## config.mk

```make
export PLATFORM = sky130hd
export DESIGN_NAME = fpu_writeback_ctrl
export DESIGN_NICKNAME = d
export VERILOG_FILES = /design/src/rtl/fpu_writeback_ctrl.sv
export SDC_FILE = /design/constraint.sdc
export NUM_CORES = 1
export LEC_CHECK = 0
export BUFFER_PORTS_ARGS = -buffer_cell sky130_fd_sc_hd__clkbuf_2
export CAP_MARGIN = 20
export CELL_PAD_IN_SITES_DETAIL_PLACEMENT = 1
export CELL_PAD_IN_SITES_GLOBAL_PLACEMENT = 1
export CORE_MARGIN = 3
export CORE_UTILIZATION = 35
export CTS_BUF_LIST = sky130_fd_sc_hd__clkbuf_8
export DETAILED_ROUTE_END_ITERATION = 10
export GPL_TIMING_DRIVEN = 0
export HOLD_SLACK_MARGIN = 0.15
export PLACE_DENSITY = 0.66
export SETUP_SLACK_MARGIN = 0.2
export SLEW_MARGIN = 20
export SYNTH_ARGS = -nofsm -noshare
export SYNTH_HDL_FRONTEND = slang
export SYNTH_SLANG_ARGS = --single-unit
export TNS_END_PERCENT = 100
```

## constraint.sdc

```tcl
create_clock -name CLK -period 4 [get_ports CLK]
set_input_delay 0.2 -clock CLK [delete_from_list [all_inputs] [get_ports CLK]]
set_output_delay 0.2 -clock CLK [all_outputs]
set_load 0.01 [all_outputs]
```

## src/rtl/fpu_writeback_ctrl.sv

```systemverilog
// FP writeback controller: buffers FPU results, drives the FP register file write port,
// and keeps a pending-destination scoreboard. Define FPU_FLAG_ACCUM_EN for sticky flag accumulation.
module fpu_writeback_ctrl #(
    parameter int DEPTH = 2,
    parameter int NREGS = 32
) (
    input  logic        CLK,
    input  logic        RST,
    input  logic        issue_valid,
    input  logic [4:0]  issue_rd,
    input  logic [4:0]  issue_rs1,
    input  logic [4:0]  issue_rs2,
    output logic        issue_stall,
    input  logic        res_valid,
    output logic        res_ready,
    input  logic [4:0]  res_rd,
    input  logic [31:0] res_data,
    input  logic [4:0]  res_flags,
    input  logic        wb_stall,
    input  logic        flush,
    output logic [31:0] f_w_data,
    output logic [4:0]  f_rd,
    output logic        f_wen,
    output logic        f_NV,
    output logic        f_DZ,
    output logic        f_OF,
    output logic        f_UF,
    output logic        f_NX,
`ifdef FPU_FLAG_ACCUM_EN
    output logic [4:0]  fflags_acc,
    input  logic        fflags_clr,
`endif
    output logic        busy
);

    localparam int AW = (DEPTH > 1) ? $clog2(DEPTH) : 1;

    typedef struct packed {
        logic [4:0]  rd;
        logic [31:0] data;
        logic [4:0]  flags;
    } ent_t;

    ent_t             mem [DEPTH];
    ent_t             head;
    logic [AW-1:0]    wr_ptr, rd_ptr;
    logic [AW:0]      count;
    logic [NREGS-1:0] pend, pend_nxt;
    logic             empty, full, enq, deq, iss;

    assign empty = (count == '0);
    assign full  = (count == (AW+1)'(DEPTH));
    assign head  = mem[rd_ptr];

    // Outputs are gated by RST so they read as idle before the first reset edge.
    assign f_wen       = !RST && !empty && !wb_stall && !flush;
    assign f_w_data    = (RST || empty) ? '0 : head.data;
    assign f_rd        = (RST || empty) ? '0 : head.rd;
    assign {f_NV, f_DZ, f_OF, f_UF, f_NX} = f_wen ? head.flags : 5'b0;
    assign res_ready   = RST || !full;
    assign issue_stall = !RST && issue_valid &&
                         (pend[issue_rd] || pend[issue_rs1] || pend[issue_rs2]);
    assign busy        = !RST && (!empty || (|pend));

    assign enq = !RST && res_valid && !full && !flush;
    assign deq = f_wen;
    assign iss = issue_valid && !issue_stall && !flush;

    // Clear-then-set ordering is safe: an rd that is pending always stalls issue.
    always_comb begin
        pend_nxt = pend;
        if (deq) pend_nxt[head.rd] = 1'b0;
        if (iss) pend_nxt[issue_rd] = 1'b1;
    end

    always_ff @(posedge CLK) begin
        if (RST) begin
            wr_ptr <= '0;
            rd_ptr <= '0;
            count  <= '0;
            pend   <= '0;
        end else if (flush) begin
            rd_ptr <= wr_ptr;
            count  <= '0;
            pend   <= '0;
        end else begin
            if (enq) wr_ptr <= wr_ptr + 1'b1;
            if (deq) rd_ptr <= rd_ptr + 1'b1;
            case ({enq, deq})
                2'b10:   count <= count + 1'b1;
                2'b01:   count <= count - 1'b1;
                default: count <= count;
            endcase
            pend <= pend_nxt;
        end
    end

    always_ff @(posedge CLK) begin
        if (enq) mem[wr_ptr] <= '{rd: res_rd, data: res_data, flags: res_flags};
    end

`ifdef FPU_FLAG_ACCUM_EN
    // Sticky flags survive flush; a same-cycle clear keeps only the retiring flags.
    always_ff @(posedge CLK) begin
        if (RST) fflags_acc <= '0;
        else     fflags_acc <= (fflags_clr ? 5'b0 : fflags_acc) | (f_wen ? head.flags : 5'b0);
    end
`endif

endmodule

```

=== After elaboration in Yosys (flattened, before gate mapping) ===
Memories as Yosys holds them, arrays and structs flattened. A register that Yosys moved wholly into a read port is not among the register bits.
Index checks and enable logic that the tools add are counted.

* Equal/unequal tests: 3
* Bitwise logic cells: 4
* Muxes and demuxes: 22
* $add $sub $neg: 4
* Reduce and logical (&&, ||, !) cells: 30
* $lt $le $gt $ge: 6

{| class="wikitable"
|+ Operator list
! kind !! number
|-
| 2-to-1 mux 32 bit || 3
|-
| bitwise AND 32 bit || 1
|-
| inverter 32 bit || 1
|-
| OR 32 bit || 1
|-
| OR reduction 32 bit || 1
|-
| less-than comparator 5 x 6 -> 1 bit, second input constant || 4
|-
| binary-select mux 1 bit (select 5 bit) || 3
|-
| logical AND 1 bit || 13
|-
| 2-to-1 mux 1 bit || 11
|-
| demux 1 bit (select 5 bit) || 2
|-
| >= comparator 5 x 1 -> 1 bit, second input constant || 2
|-
| 2-to-1 mux 5 bit || 2
|-
| zero test 1 bit || 6
|-
| logical OR 1 bit || 5
|-
| equality test 2 bit, second input constant || 2
|-
| one-hot mux 2 bit (2 select lines) || 1
|-
| nonzero test 2 bit || 2
|-
| adder 1 bit, second input constant || 2
|-
| adder 2 x 1 -> 2 bit, second input constant || 1
|-
| equality test 2 x 1 -> 1 bit, second input constant || 1
|-
| zero test 2 bit || 1
|-
| AND reduction 2 bit || 1
|-
| OR reduction 2 bit || 1
|-
| subtractor 2 x 1 -> 2 bit, second input constant || 1
|-
| inverter 1 bit || 1
|}

* Logic and storage cells: 74
* Bits of input ports: 63
* Memories kept: 1
* RAM bits: 84
* Output and inout port bits: 46
* Bits in registers: 36

{| class="wikitable"
|+ Memory list
! memory !! depth !! bits a word !! rd ports !! clocked after Yosys merged registers in !! write ports !! line !! text
|-
| mem || 2 || 42 || 1 || 1 || 1 || 44 || <nowiki>ent_t mem [DEPTH];</nowiki>
|}

=== Logic depth before layout (Yosys ltp) ===
Gate-level depths: netlist (run 1).

* Depth after elaboration: 9
* Depth in mapped cells: 9
* Gate-level depth less buffers: 9

=== Worst setup path after synthesis (run 1) ===
Ideal clock, no wire load.

* Kind: in2reg
* Start point: input RST
* End point: memory mem[0][0] (netlist bit), enable pin
* Setup slack: 0.896 ns
* Stages: 4
* Data arrival time: 2.662 ns
* Required time: 3.558 ns
* Library setup time: 0.442 ns
* Path buffers: 1
* Cell sequence: clkbuf_1 nor2_1 nand3_1 nor2_1

* Longest elaborated chain between the ends: 6

{| class="wikitable"
|+ Ends and longest elaborated chain
! what !! line !! text
|-
| from (decl) || 8 || <nowiki>input logic RST,</nowiki>
|-
| zero test 1 bit || 65 || <nowiki>assign enq = !RST && res_valid && !full && !flush;</nowiki>
|-
| logical AND 1 bit (3 in a row) || 65 ||
|-
| 2-to-1 mux 1 bit || 99 || <nowiki>if (enq) mem[wr_ptr] <= '{rd: res_rd, data: res_data, flags: res_flags};</nowiki>
|-
| 2-to-1 mux 1 bit (implied by the code) || 99 ||
|-
| to (decl) || 44 ||
|}

Every way passes these cells.

==> flow_metrics.env, run 1 <==
export IMPL_utilization_pct=46.08
export IMPL_comb_power_share_pct=9.3
export IMPL_cts_tree="done"
export IMPL_post_cts_resized=0
export IMPL_first_global_vias=5497
export IMPL_power_sequential_fraction_pct=47.6
export IMPL_grt_use_total_pct=20.51
export IMPL_fin_area_sq_um=7669
export IMPL_critPathMaxFanout=10
export IMPL_place_area_sq_um=6799
export IMPL_fin_nets=742
export IMPL_insertedDiodeCount=0
export IMPL_critPathSlowestCell="sky130_fd_sc_hd__buf_1"
export IMPL_tritoncts_buffer_count=17
export IMPL_postSynthAreaPerCell_sq_um=11.59
export IMPL_wl_microns=18590
export IMPL_crit_path_cell_trace="clkbuf_1, clkbuf_1, buf_1, buf_2, mux2i_1, nor2_1, clkbuf_2"
export IMPL_detailed_place_hpwl_microns=13460
export IMPL_grt_overflow=0
export IMPL_criticalPathCategory="reg -> out"
export IMPL_route_detailed_drc=0
export IMPL_fp_coreArea_sq_um=16640
export IMPL_placed_cells=837
export IMPL_std_cell_rows=47
export IMPL_finalMaxSlewViolations=0
export IMPL_grt_first_pass_wirelength_microns=29170
export IMPL_dr_total_vias=5008
export IMPL_dr_first_iter_drc_count=242
export IMPL_synth_enable_flop_cells=84
export IMPL_setup_violations_final=0
export IMPL_cellPowerDensity_nw_per_um2=374.0
export IMPL_clkLatencyLatePin_ns=0.44
export IMPL_detail_route_vias_per_cell=5.497
export IMPL_report_power_total_mw=2.868
export IMPL_power_switching_mw=0.7057
export IMPL_max_slew_margin_rel_pct=42.88
export IMPL_fp_dieArea_sq_um=18620
export IMPL_setup_ws_ns=0.8081
export IMPL_dieHeight_microns=136.4
export IMPL_area_growth_syn_to_layout_pct=28.76
export IMPL_routedWlPerCell_microns=20.40
export IMPL_worstHoldPathType="in -> reg"
export IMPL_post_route_cells_drive_above_1_share_pct=22.00
export IMPL_crit_path_start_kind="flip-flop"
export IMPL_maximum_number_of_pins_on_one_net_before_global_route_repair=26
export IMPL_ys_warnings_count=0
export IMPL_synth_async_sr_flop_share_pct=0
export IMPL_p_leak_nw=2.813
export IMPL_hold_viol_final=0
export IMPL_synth_lib_cells_used_distinct=50
export IMPL_ioPinCount=109
export IMPL_synth_nets=578
export IMPL_cp_common_cell="sky130_fd_sc_hd__clkbuf_1"
export IMPL_cp_required_ns=3.80
export IMPL_actual_slew_at_the_worst_max_slew_pin_ns=0.8511
export IMPL_dp_slack_ns=1.111
export IMPL_mappedNetlistArea_sq_um=5956
export IMPL_cts_sinks=121
export IMPL_clk_transition_reported_paths_ns=0.08
export IMPL_die_x_microns=136.4
export IMPL_final_setup_skew_ns=0.01055
export IMPL_start_util_pct=35.79
export IMPL_finalWeightedCongestion=0.8981
export IMPL_postSynthCellCount=514
export IMPL_cp_end_kind="primary output"
export IMPL_netSwitchingFraction_pct=24.61
export IMPL_whs_ns=0.1820
export IMPL_cts_htree_levels=4
export IMPL_rsz_0062_raised_after_global_routing="no"
export IMPL_synth_seq_area_share_pct=54.79
export IMPL_max_freq_ghz=0.3133
export IMPL_antenna_left=0
export IMPL_finalCriticalPeriod_ns=3.192
export IMPL_antenna_found_initial=0
export IMPL_drt_pre_antenna_iters=4
export IMPL_vdd_ir_drop_max_mv=0.3165
export IMPL_portBuffers=101
export IMPL_crit_path_max_cell_delay_ns=0.60
export IMPL_synth_seq_cells=121
export IMPL_finalNonFillerCells=911
export IMPL_clkPwrFrac_pct=43.1
export IMPL_ctsRootBufferMaster="sky130_fd_sc_hd__clkbuf_8"
export IMPL_deepest_clock_path_buffer_count=2
export IMPL_run_status="finished clean"
export IMPL_final_min_period_over_clock_period_pct=79.80
export IMPL_p_int_mw=2.162
export IMPL_final_setup_tns_ns=0
export IMPL_max_cap_violations=0
export IMPL_cp_arrival_ns=2.99
export IMPL_postSynth_topFlopCell="sky130_fd_sc_hd__edfxtp_1"
==> synthesized netlist by cell type, types with 3 or more instances <==
library cell,number,area share (%)
sky130_fd_sc_hd__o211ai_1,32,4.0
sky130_fd_sc_hd__a21oi_1,6,0.50
sky130_fd_sc_hd__edfxtp_1,84,42
sky130_fd_sc_hd__buf_1,5,0.32
sky130_fd_sc_hd__a211oi_1,3,0.38
sky130_fd_sc_hd__and3_1,3,0.32
sky130_fd_sc_hd__nand2b_1,12,1.3
sky130_fd_sc_hd__nand2_1,27,1.7
sky130_fd_sc_hd__nand4_1,7,0.74
sky130_fd_sc_hd__mux2i_1,72,12
sky130_fd_sc_hd__xnor2_1,3,0.44
sky130_fd_sc_hd__nor3b_1,5,0.63
sky130_fd_sc_hd__inv_1,7,0.44
sky130_fd_sc_hd__o21ai_1,5,0.42
sky130_fd_sc_hd__nor2b_1,7,0.74
sky130_fd_sc_hd__buf_2,6,0.50
sky130_fd_sc_hd__a22oi_1,5,0.63
sky130_fd_sc_hd__o22ai_1,3,0.32
sky130_fd_sc_hd__o41ai_1,25,3.7
sky130_fd_sc_hd__nand3_1,13,1.1
sky130_fd_sc_hd__clkbuf_1,22,1.4
sky130_fd_sc_hd__mux4_2,7,2.6
sky130_fd_sc_hd__o31ai_1,7,0.88
sky130_fd_sc_hd__a31oi_1,4,0.42
sky130_fd_sc_hd__nor3_1,7,0.59
sky130_fd_sc_hd__nor2_1,61,3.8
sky130_fd_sc_hd__dfxtp_1,37,12
sky130_fd_sc_hd__nor4_1,9,0.95
==> per-layer routing <==
layer	vias up	part of all wire, %	global-route usage [%]
li1	2334	-	-
met1	2445	39	23.41
met2	195	51	35.72
met3	34	7.5	6.921
met4	0	2.0	7.391
met5	-	0	0
==> placed cells by master (no fill, tap or decap), types with 3 or more instances in the layout <==
cell,count
sky130_fd_sc_hd__a211oi_1,3
sky130_fd_sc_hd__bufinv_16,4
sky130_fd_sc_hd__clkbuf_1,22
sky130_fd_sc_hd__dfxtp_1,37
sky130_fd_sc_hd__mux4_2,7
sky130_fd_sc_hd__clkbuf_2,101
sky130_fd_sc_hd__inv_1,7
sky130_fd_sc_hd__dlygate4sd3_1,42
sky130_fd_sc_hd__xnor2_1,3
sky130_fd_sc_hd__nor4_1,9
sky130_fd_sc_hd__and3_1,3
sky130_fd_sc_hd__nand2b_1,12
sky130_fd_sc_hd__o31ai_1,7
sky130_fd_sc_hd__nor3_1,7
sky130_fd_sc_hd__nor3b_1,5
sky130_fd_sc_hd__nor2_1,59
sky130_fd_sc_hd__clkbuf_8,17
sky130_fd_sc_hd__nand3_1,13
sky130_fd_sc_hd__nand2_1,27
sky130_fd_sc_hd__edfxtp_1,84
sky130_fd_sc_hd__a21oi_1,6
sky130_fd_sc_hd__buf_1,5
sky130_fd_sc_hd__nor2b_1,7
sky130_fd_sc_hd__o41ai_1,25
sky130_fd_sc_hd__o211ai_1,32
sky130_fd_sc_hd__nand4_1,7
sky130_fd_sc_hd__a31oi_1,4
sky130_fd_sc_hd__o21ai_1,5
sky130_fd_sc_hd__inv_6,3
sky130_fd_sc_hd__clkinv_4,6
sky130_fd_sc_hd__a22oi_1,5
sky130_fd_sc_hd__o22ai_1,3
sky130_fd_sc_hd__buf_2,6
sky130_fd_sc_hd__mux2i_1,72
==> worst paths after layout <==
check | start | endpoint | slack [ns] | cells after the start
worst max-delay path | flip-flop | f_rd[0] | 0.81 | 7
worst min register to register | pend[5] | pend[5] | 0.58 | 2
worst max register to register | pend[21] | pend[3] | 1.40 | 6
worst min-delay path | RST | wr_ptr | 0.18 | 2
==> logic make-up after synthesis <==
kind of cell             Yosys count  share of synthesized area (%)
flip-flops                       121                          54.79
adder cells (fa/ha/maj)            1                         0.2101
multiplexers                      81                          15.13
AND/OR/NAND/NOR                  162                          13.38
AO/OA/AOI/OAI                    102                          12.92
XOR/XNOR                           5                         0.7354
buffers and inverters             42                          2.836
==> power groups by stage <==
| stage | registers (mW) | logic, mW | clock network (mW) |
|---|---|---|---|
| 2_1_floorplan | 1.39 | 0.139 | 0 |
| 3_3_place_gp | 1.39 | 0.218 | 0 |
| 3_5_place_dp | 1.39 | 0.231 | 0 |
| 4_1_cts | 1.37 | 0.265 | 1.26 |
| 5_1_grt | 1.37 | 0.290 | 1.32 |
| 6_report | 1.37 | 0.265 | 1.24 |
==> sequential cells by signal, indices dropped and copies added (netlist names), named ones only <==
| name | count |
|---|---|
| count | 2 |
| mem | 84 |
| pend | 32 |
| rd_ptr | 1 |
| wr_ptr | 1 |
==> critical path: cells and delay by family (launching register included) <==
kind          cells  cell delay, ns
flops             1            0.32
simple gates      1            0.06
mux               1            0.24
buf+inv           5            1.94
==> area by class of cell <==
cell class | instances | area, sq um
Tap cell | 220 | 275.3
Clock buffer | 17 | 234.0
Fill cell | 1795 | 8974
Buffer | 34 | 138.9
Sequential cell | 121 | 3263
Timing Repair Buffer | 145 | 973.4
Inverter | 8 | 30.03
Clock inverter | 15 | 215.2
Multi-Input combinational cell | 351 | 2539
==> timing repair <==
item | 4_1_cts | 5_1_grt
endpoints found under the setup margin | 0 | 0
setup buffers | 0 | 0
hold buffers | 42 | 0
hold endpoints to repair | 84 | 0
(Power assumes the default switching activity.)
==> inputs of run 2 (changes only) <==
- clock period: 4 -> 3 ns (I/O delays scaled with it)
==> run 2 against run 1 <==
  * Sequential share of layout area fell by 0.28 points
  * Clock-buffer cell count did not move
  * Sequential power rose by 33%
  * Combinational power rose by 36%
  * Critical path depth did not move
  * Worst setup slack got worse by 0.49 ns
  * Total power rose by 34%
  * Final area rose by 0.75%
  * Highest routed layer unchanged
  * Die area did not move
  * Clock skew barely moved
  * Via count rose by 0.12%
  * Flip-flop and latch count did not move
==> flow_metrics.env, run 2 (synthesis gave the netlist of run 1 again) <==
export IMPL_final_fill_count=1798
export IMPL_p_leak_nw=2.849
export IMPL_fp_dieArea_sq_um=18620
export IMPL_first_global_vias=5509
export IMPL_cts_sinks=121
export IMPL_fp_coreArea_sq_um=16640
export IMPL_drt_pre_antenna_iters=5
export IMPL_biggestRegsByFlops="mem: 84 flops, pend: 32 flops, count: 2 flops"
export IMPL_max_slew_margin_rel_pct=42.70
export IMPL_clkLatencyLatePin_ns=0.44
export IMPL_cp_end_kind="primary output"
export IMPL_grt_use_total_pct=20.62
export IMPL_cp_required_ns=2.85
export IMPL_antenna_left=0
export IMPL_ctsRootBufferMaster="sky130_fd_sc_hd__clkbuf_8"
export IMPL_cts_tree="done"
export IMPL_largest_register_ffs=84
export IMPL_hold_viol_final=0
export IMPL_criticalPathCategory="reg -> out"
export IMPL_grt_met2_usage_pct=35.80
export IMPL_maximum_number_of_pins_on_one_net_before_global_route_repair=26
export IMPL_detailed_place_hpwl_microns=13460
export IMPL_wl_microns=18700
export IMPL_crit_path_start_kind="flip-flop"
export IMPL_final_min_period_over_clock_period_pct=89.40
export IMPL_vdd_ir_drop_max_mv=0.4220
export IMPL_final_setup_skew_ns=0.01034
export IMPL_die_x_microns=136.4
export IMPL_final_setup_tns_ns=0
export IMPL_max_freq_ghz=0.3729
export IMPL_ioPinCount=109
export IMPL_worst_r2r_cell_count=7
export IMPL_portBuffers=101
export IMPL_routedWlPerCell_microns=20.45
export IMPL_actual_slew_at_the_worst_max_slew_pin_ns=0.8538
export IMPL_finalWeightedCongestion=0.8981
export IMPL_globalRoute_busiestLayer="met2"
export IMPL_clk_transition_reported_paths_ns=0.08
export IMPL_run_status="finished clean"
export IMPL_critPathMaxFanout=10
export IMPL_cellPowerDensity_nw_per_um2=496.0
export IMPL_tritoncts_buffer_count=17
export IMPL_dr_first_iter_drc_count=281
export IMPL_rsz_0062_raised_after_global_routing="yes"
export IMPL_route_detailed_drc=0
export IMPL_mostFrequentLayoutCells="sky130_fd_sc_hd__clkbuf_2 (107), sky130_fd_sc_hd__edfxtp_1 (84), sky130_fd_sc_hd__mux2i_1 (72)"
export IMPL_cp_arrival_ns=2.53
export IMPL_start_util_pct=35.79
export IMPL_whs_path_depth=5
export IMPL_dieHeight_microns=136.4
export IMPL_largest_register="mem"
export IMPL_std_cell_rows=47
export IMPL_worstHoldPathType="in -> reg"
export IMPL_detail_route_vias_per_cell=5.486
export IMPL_grt_overflow=0
export IMPL_cts_htree_levels=4
export IMPL_dr_total_vias=5014
export IMPL_post_route_cells_drive_above_1_share_pct=23.92
export IMPL_insertedDiodeCount=0
export IMPL_finalMaxSlewViolations=0
export IMPL_utilization_pct=46.43
export IMPL_area_growth_syn_to_layout_pct=29.73
export IMPL_antenna_found_initial=0
export IMPL_grt_first_pass_wirelength_microns=29330
export IMPL_most_common_cell_after_layout_fill_and_taps_aside="sky130_fd_sc_hd__clkbuf_2"
export IMPL_deepest_clock_path_buffer_count=2
export IMPL_grt_util_met1_pct=23.76
export IMPL_setup_violations_final=0
export IMPL_finalCriticalPeriod_ns=2.682
export IMPL_global_route_met3_usage_pct=6.699
export IMPL_max_cap_violations=0
export IMPL_fin_nets=745
==> run 2: cell count changes in the layout (fill, tap and decap cells not counted), sizes merged <==
| cell | change |
|---|---|
| clkbuf | +2 |
| dlygate4sd3 | +1 |
==> run 2: worst paths after layout <==
kind / slack [ns] / endpoint / from
setup / recovery: 0.32 / issue_stall / pend[15]
setup reg to reg: 0.40 / pend[3] / pend[23]
hold reg to reg: 0.58 / pend[2] / pend[2]
hold / removal: 0.21 / flip-flop / wb_stall
==> run 2: final cells by class <==
class	count	area (sq um)	area share, %
inverter	8	30.03	0.3887
sequential	121	3266	42.27
multi-input combinational	351	2557	33.10
clock buffer	17	234.0	3.028
clock inverter	15	215.2	2.785
timing repair buffer	148	998.5	12.92
tap	220	275.3	3.563
buffer	34	150.1	1.943
==> run 2: per-layer routing <==
layer	vias to the layer above	part of all wire, %
met3	29	6.8
met1	2448	40
met5	-	0
li1	2340	-
met4	0	1.9
met2	197	51
==> run 2: worst max-delay path: stages, from the launching register on <==
cell and delay, ns:
sky130_fd_sc_hd__dfxtp_1 0.38, sky130_fd_sc_hd__mux4_2 0.48, sky130_fd_sc_hd__nand2b_1 0.15, sky130_fd_sc_hd__a41oi_1 0.25, sky130_fd_sc_hd__nand4_1 0.19, sky130_fd_sc_hd__buf_2 0.26
sky130_fd_sc_hd__o211a_1 0.25, sky130_fd_sc_hd__clkbuf_2 0.13
==> run 2: timing repair <==
action                                  in CTS  in global routing
pin swaps                                    2                  1
buffers inserted                             2                  0
gates resized for setup                      2                 16
endpoints found under the hold margin       85                  0
hold buffers                                43                  0
endpoints found under the setup margin      33                 55
==> run 2: through the flow <==
step	power (mW)	hold slack, ns	instances	worst slack [ns]	instance area [sq um]
after floorplan	2.043	0.2489	514	-0.05409	5956
after global placement	2.150	0.3380	835	-1.562	6736
after detailed placement	2.167	0.3447	837	0.1805	6799
after CTS	3.856	0.1828	914	0.2161	7696
after global routing	3.972	0.1949	914	0.1758	7726
final	3.833	0.2117	914	0.3181	7726
==> run 2: where the power goes <==
part / leakage, nW / switching (mW) / internal [mW]
Sequential: 1.06 / 0.0104 / 1.81
Combinational: 1.56 / 0.207 / 0.154
Clock: 0.227 / 0.726 / 0.924
==> inputs of run 3 (changes only) <==
- CTS_BUF_LIST: sky130_fd_sc_hd__clkbuf_8 -> default
- GPL_ROUTABILITY_DRIVEN: default -> 0
==> run 3 against run 2 <==
  * Via count grew 1.8%
  * Sequential share of layout area fell by 0.70 points
  * Clock-buffer cell count grew 1
  * Worst setup slack worse by 0.044 ns
  * Critical path depth did not move
  * Sequential power is essentially flat
  * Non-clock buffer count rose by 4
  * First-iteration DRC count rose by 3.9%
  * Register-to-register slack better by 0.06 ns
  * Clock power up 14%
==> flow_metrics.env, run 3 (synthesis gave the netlist of run 1 again) <==
export IMPL_run_status="finished clean"
export IMPL_die_x_microns=136.4
export IMPL_cts_htree_levels=4
export IMPL_wl_microns=19180
export IMPL_worst_path_dominant_cell_family="multiplexers"
export IMPL_report_power_total_mw=4.076
export IMPL_power_switching_mw=1.033
export IMPL_cp_arrival_ns=2.58
export IMPL_utilization_pct=47.17
export IMPL_r2r_slack_ns=0.46
export IMPL_cts_tree="done"
export IMPL_mostFrequentLayoutCells="sky130_fd_sc_hd__clkbuf_2 (107), sky130_fd_sc_hd__edfxtp_1 (84), sky130_fd_sc_hd__mux2i_1 (72)"
export IMPL_most_common_cell_after_layout_fill_and_taps_aside="sky130_fd_sc_hd__clkbuf_2"
export IMPL_setup_violations_final=0
export IMPL_comb_power_share_pct=9.0
export IMPL_actual_slew_at_the_worst_max_slew_pin_ns=0.8632
export IMPL_cellPowerDensity_nw_per_um2=519.3
export IMPL_clk_transition_reported_paths_ns=0.06
export IMPL_fin_nets=749
export IMPL_largest_register_ffs=84
export IMPL_dr_first_iter_drc_count=292
export IMPL_route_detailed_drc=0
export IMPL_start_util_pct=35.79
export IMPL_max_freq_ghz=0.3668
export IMPL_cp_required_ns=2.85
export IMPL_r2r_start="pend[0]"
export IMPL_cts_sinks=121
export IMPL_whs_ns=0.2326
export IMPL_worstHoldPathType="in -> reg"
export IMPL_finalMaxSlewViolations=0
export IMPL_clkPwrFrac_pct=46.2
export IMPL_maximum_number_of_pins_on_one_net_before_global_route_repair=25
export IMPL_final_setup_skew_ns=0.01239
export IMPL_p_int_mw=3.044
export IMPL_fp_dieArea_sq_um=18620
export IMPL_deepest_clock_path_buffer_count=2
export IMPL_dieHeight_microns=136.4
export IMPL_hold_viol_final=0
export IMPL_post_route_cells_drive_above_1_share_pct=23.78
export IMPL_criticalPathCategory="reg -> out"
export IMPL_detailed_place_hpwl_microns=13260
export IMPL_antenna_left=0
export IMPL_detail_route_vias_per_cell=5.561
export IMPL_min_delay_worst_endpoint="rd_ptr"
export IMPL_hold_start="wb_stall"
export IMPL_crit_path_max_cell_delay_ns=0.48
export IMPL_drt_pre_antenna_iters=4
export IMPL_antenna_found_initial=0
export IMPL_crit_buf_inv=2
export IMPL_power_sequential_fraction_pct=44.7
export IMPL_ctsRootBufferMaster="sky130_fd_sc_hd__clkbuf_16"
export IMPL_crit_path_start_kind="flip-flop"
export IMPL_max_slew_margin_rel_pct=42.07
export IMPL_whs_path_depth=5
export IMPL_critPathMaxFanout=10
export IMPL_critPathSlowestCell="sky130_fd_sc_hd__mux4_2"
export IMPL_area_growth_syn_to_layout_pct=31.81
export IMPL_largest_register="mem"
export IMPL_fin_area_sq_um=7850
export IMPL_final_min_period_over_clock_period_pct=90.88
export IMPL_max_cap_violations=0
export IMPL_worst_r2r_cell_count=7
export IMPL_grt_use_total_pct=21.26
export IMPL_place_area_sq_um=6792
export IMPL_final_setup_tns_ns=0
export IMPL_first_global_vias=5541
export IMPL_tritoncts_buffer_count=17
export IMPL_grt_first_pass_wirelength_microns=30150
export IMPL_finalCriticalPeriod_ns=2.726
export IMPL_reg2reg_to="pend[10]"
export IMPL_fp_coreArea_sq_um=16640
export IMPL_routedWlPerCell_microns=20.89
export IMPL_crit_path_cell_trace="mux4_2, nand2b_1, a41oi_1, nand4_1, buf_4, o211a_1, clkbuf_2"
export IMPL_rsz_0062_raised_after_global_routing="yes"
export IMPL_dr_total_vias=5105
export IMPL_netSwitchingFraction_pct=25.33
export IMPL_biggestRegsByFlops="mem: 84 flops, pend: 32 flops, count: 2 flops"
export IMPL_vdd_ir_drop_max_mv=0.4020
export IMPL_grt_overflow=0
export IMPL_std_cell_rows=47
export IMPL_cp_end_kind="primary output"
export IMPL_clkLatencyLatePin_ns=0.42
export IMPL_portBuffers=101
export IMPL_ioPinCount=109
export IMPL_insertedDiodeCount=0
export IMPL_p_leak_nw=2.898
==> run 3: cell count changes in the layout (fill, tap and decap cells not counted), moves of 4 or more <==
cell and delta:
sky130_fd_sc_hd__clkinv_4 -5, sky130_fd_sc_hd__clkbuf_8 -17, sky130_fd_sc_hd__buf_4 +4, sky130_fd_sc_hd__bufinv_16 -4, sky130_fd_sc_hd__clkbuf_16 +17, sky130_fd_sc_hd__clkinvlp_4 +5
==> run 3: timing repair <==
action | 4_1_cts | 5_1_grt
setup endpoints to repair | 11 | 35
setup buffers | 2 | 4
gates resized for setup | 3 | 14
hold endpoints to repair | 85 | 0
pin swaps | 2 | 2
hold buffers | 43 | 0
gates cloned | 0 | 0
==> run 3: cell type report <==
type                            instances  area, sq um
Sequential cell                       121         3263
Buffer                                 34        153.9
Multi-Input combinational cell        351         2551
Tap cell                              220        275.3
Clock buffer                           18        429.2
Timing Repair Buffer                  152         1033
Clock inverter                         14        113.9
Fill cell                            1809         8792
Inverter                                8        30.03
==> run 3: worst min-delay path, stage by stage <==
cell and delay (ns):
sky130_fd_sc_hd__clkbuf_2 0.10, sky130_fd_sc_hd__nor2_1 0.05, sky130_fd_sc_hd__xor2_1 0.14, sky130_fd_sc_hd__nor2_1 0.08, sky130_fd_sc_hd__a211oi_1 0.07
==> run 3: worst max path at each step <==
| stage | start | depth (start not counted) | end | slack (ns) |
|---|---|---|---|---|
| 3_5_place_dp | issue_rd[1] | 8 | pend[10] | 0.05 |
| 5_1_grt | pend[8] | 8 | issue_stall | 0.16 |
| 2_1_floorplan | RST | 4 | mem[0][0] | -0.05 |
| 6_report | pend[11] | 7 | issue_stall | 0.27 |
| 3_3_place_gp | flush | 5 | mem[1][31] | -1.64 |
| 4_1_cts | pend[11] | 7 | issue_stall | 0.28 |
==> run 3: routing by layer <==
| metal | wire (microns) | up-vias | GRT usage, % |
|---|---|---|---|
| met4 | 424 | 0 | 7.951 |
| met5 | 0 | - | 0 |
| met2 | 9974 | 174 | 37.31 |
| li1 | - | 2358 | - |
| met1 | 7468 | 2538 | 25.08 |
| met3 | 1312 | 35 | 5.292 |
==> run 3: through the flow <==
stage,cells,setup slack [ns]
finish,918,0.2737
global route,918,0.1631
CTS,914,0.2768
detailed placement,837,0.04638
global placement,835,-1.636
floorplan,514,-0.05409
==> run 3: power by group through the flow <==
stage	clock network, mW	logic (mW)	registers, mW
CTS	1.91	0.355	1.82
detailed placement	0	0.304	1.86
floorplan	0	0.186	1.86
global placement	0	0.290	1.86
global route	1.99	0.401	1.83
finish	1.88	0.368	1.82
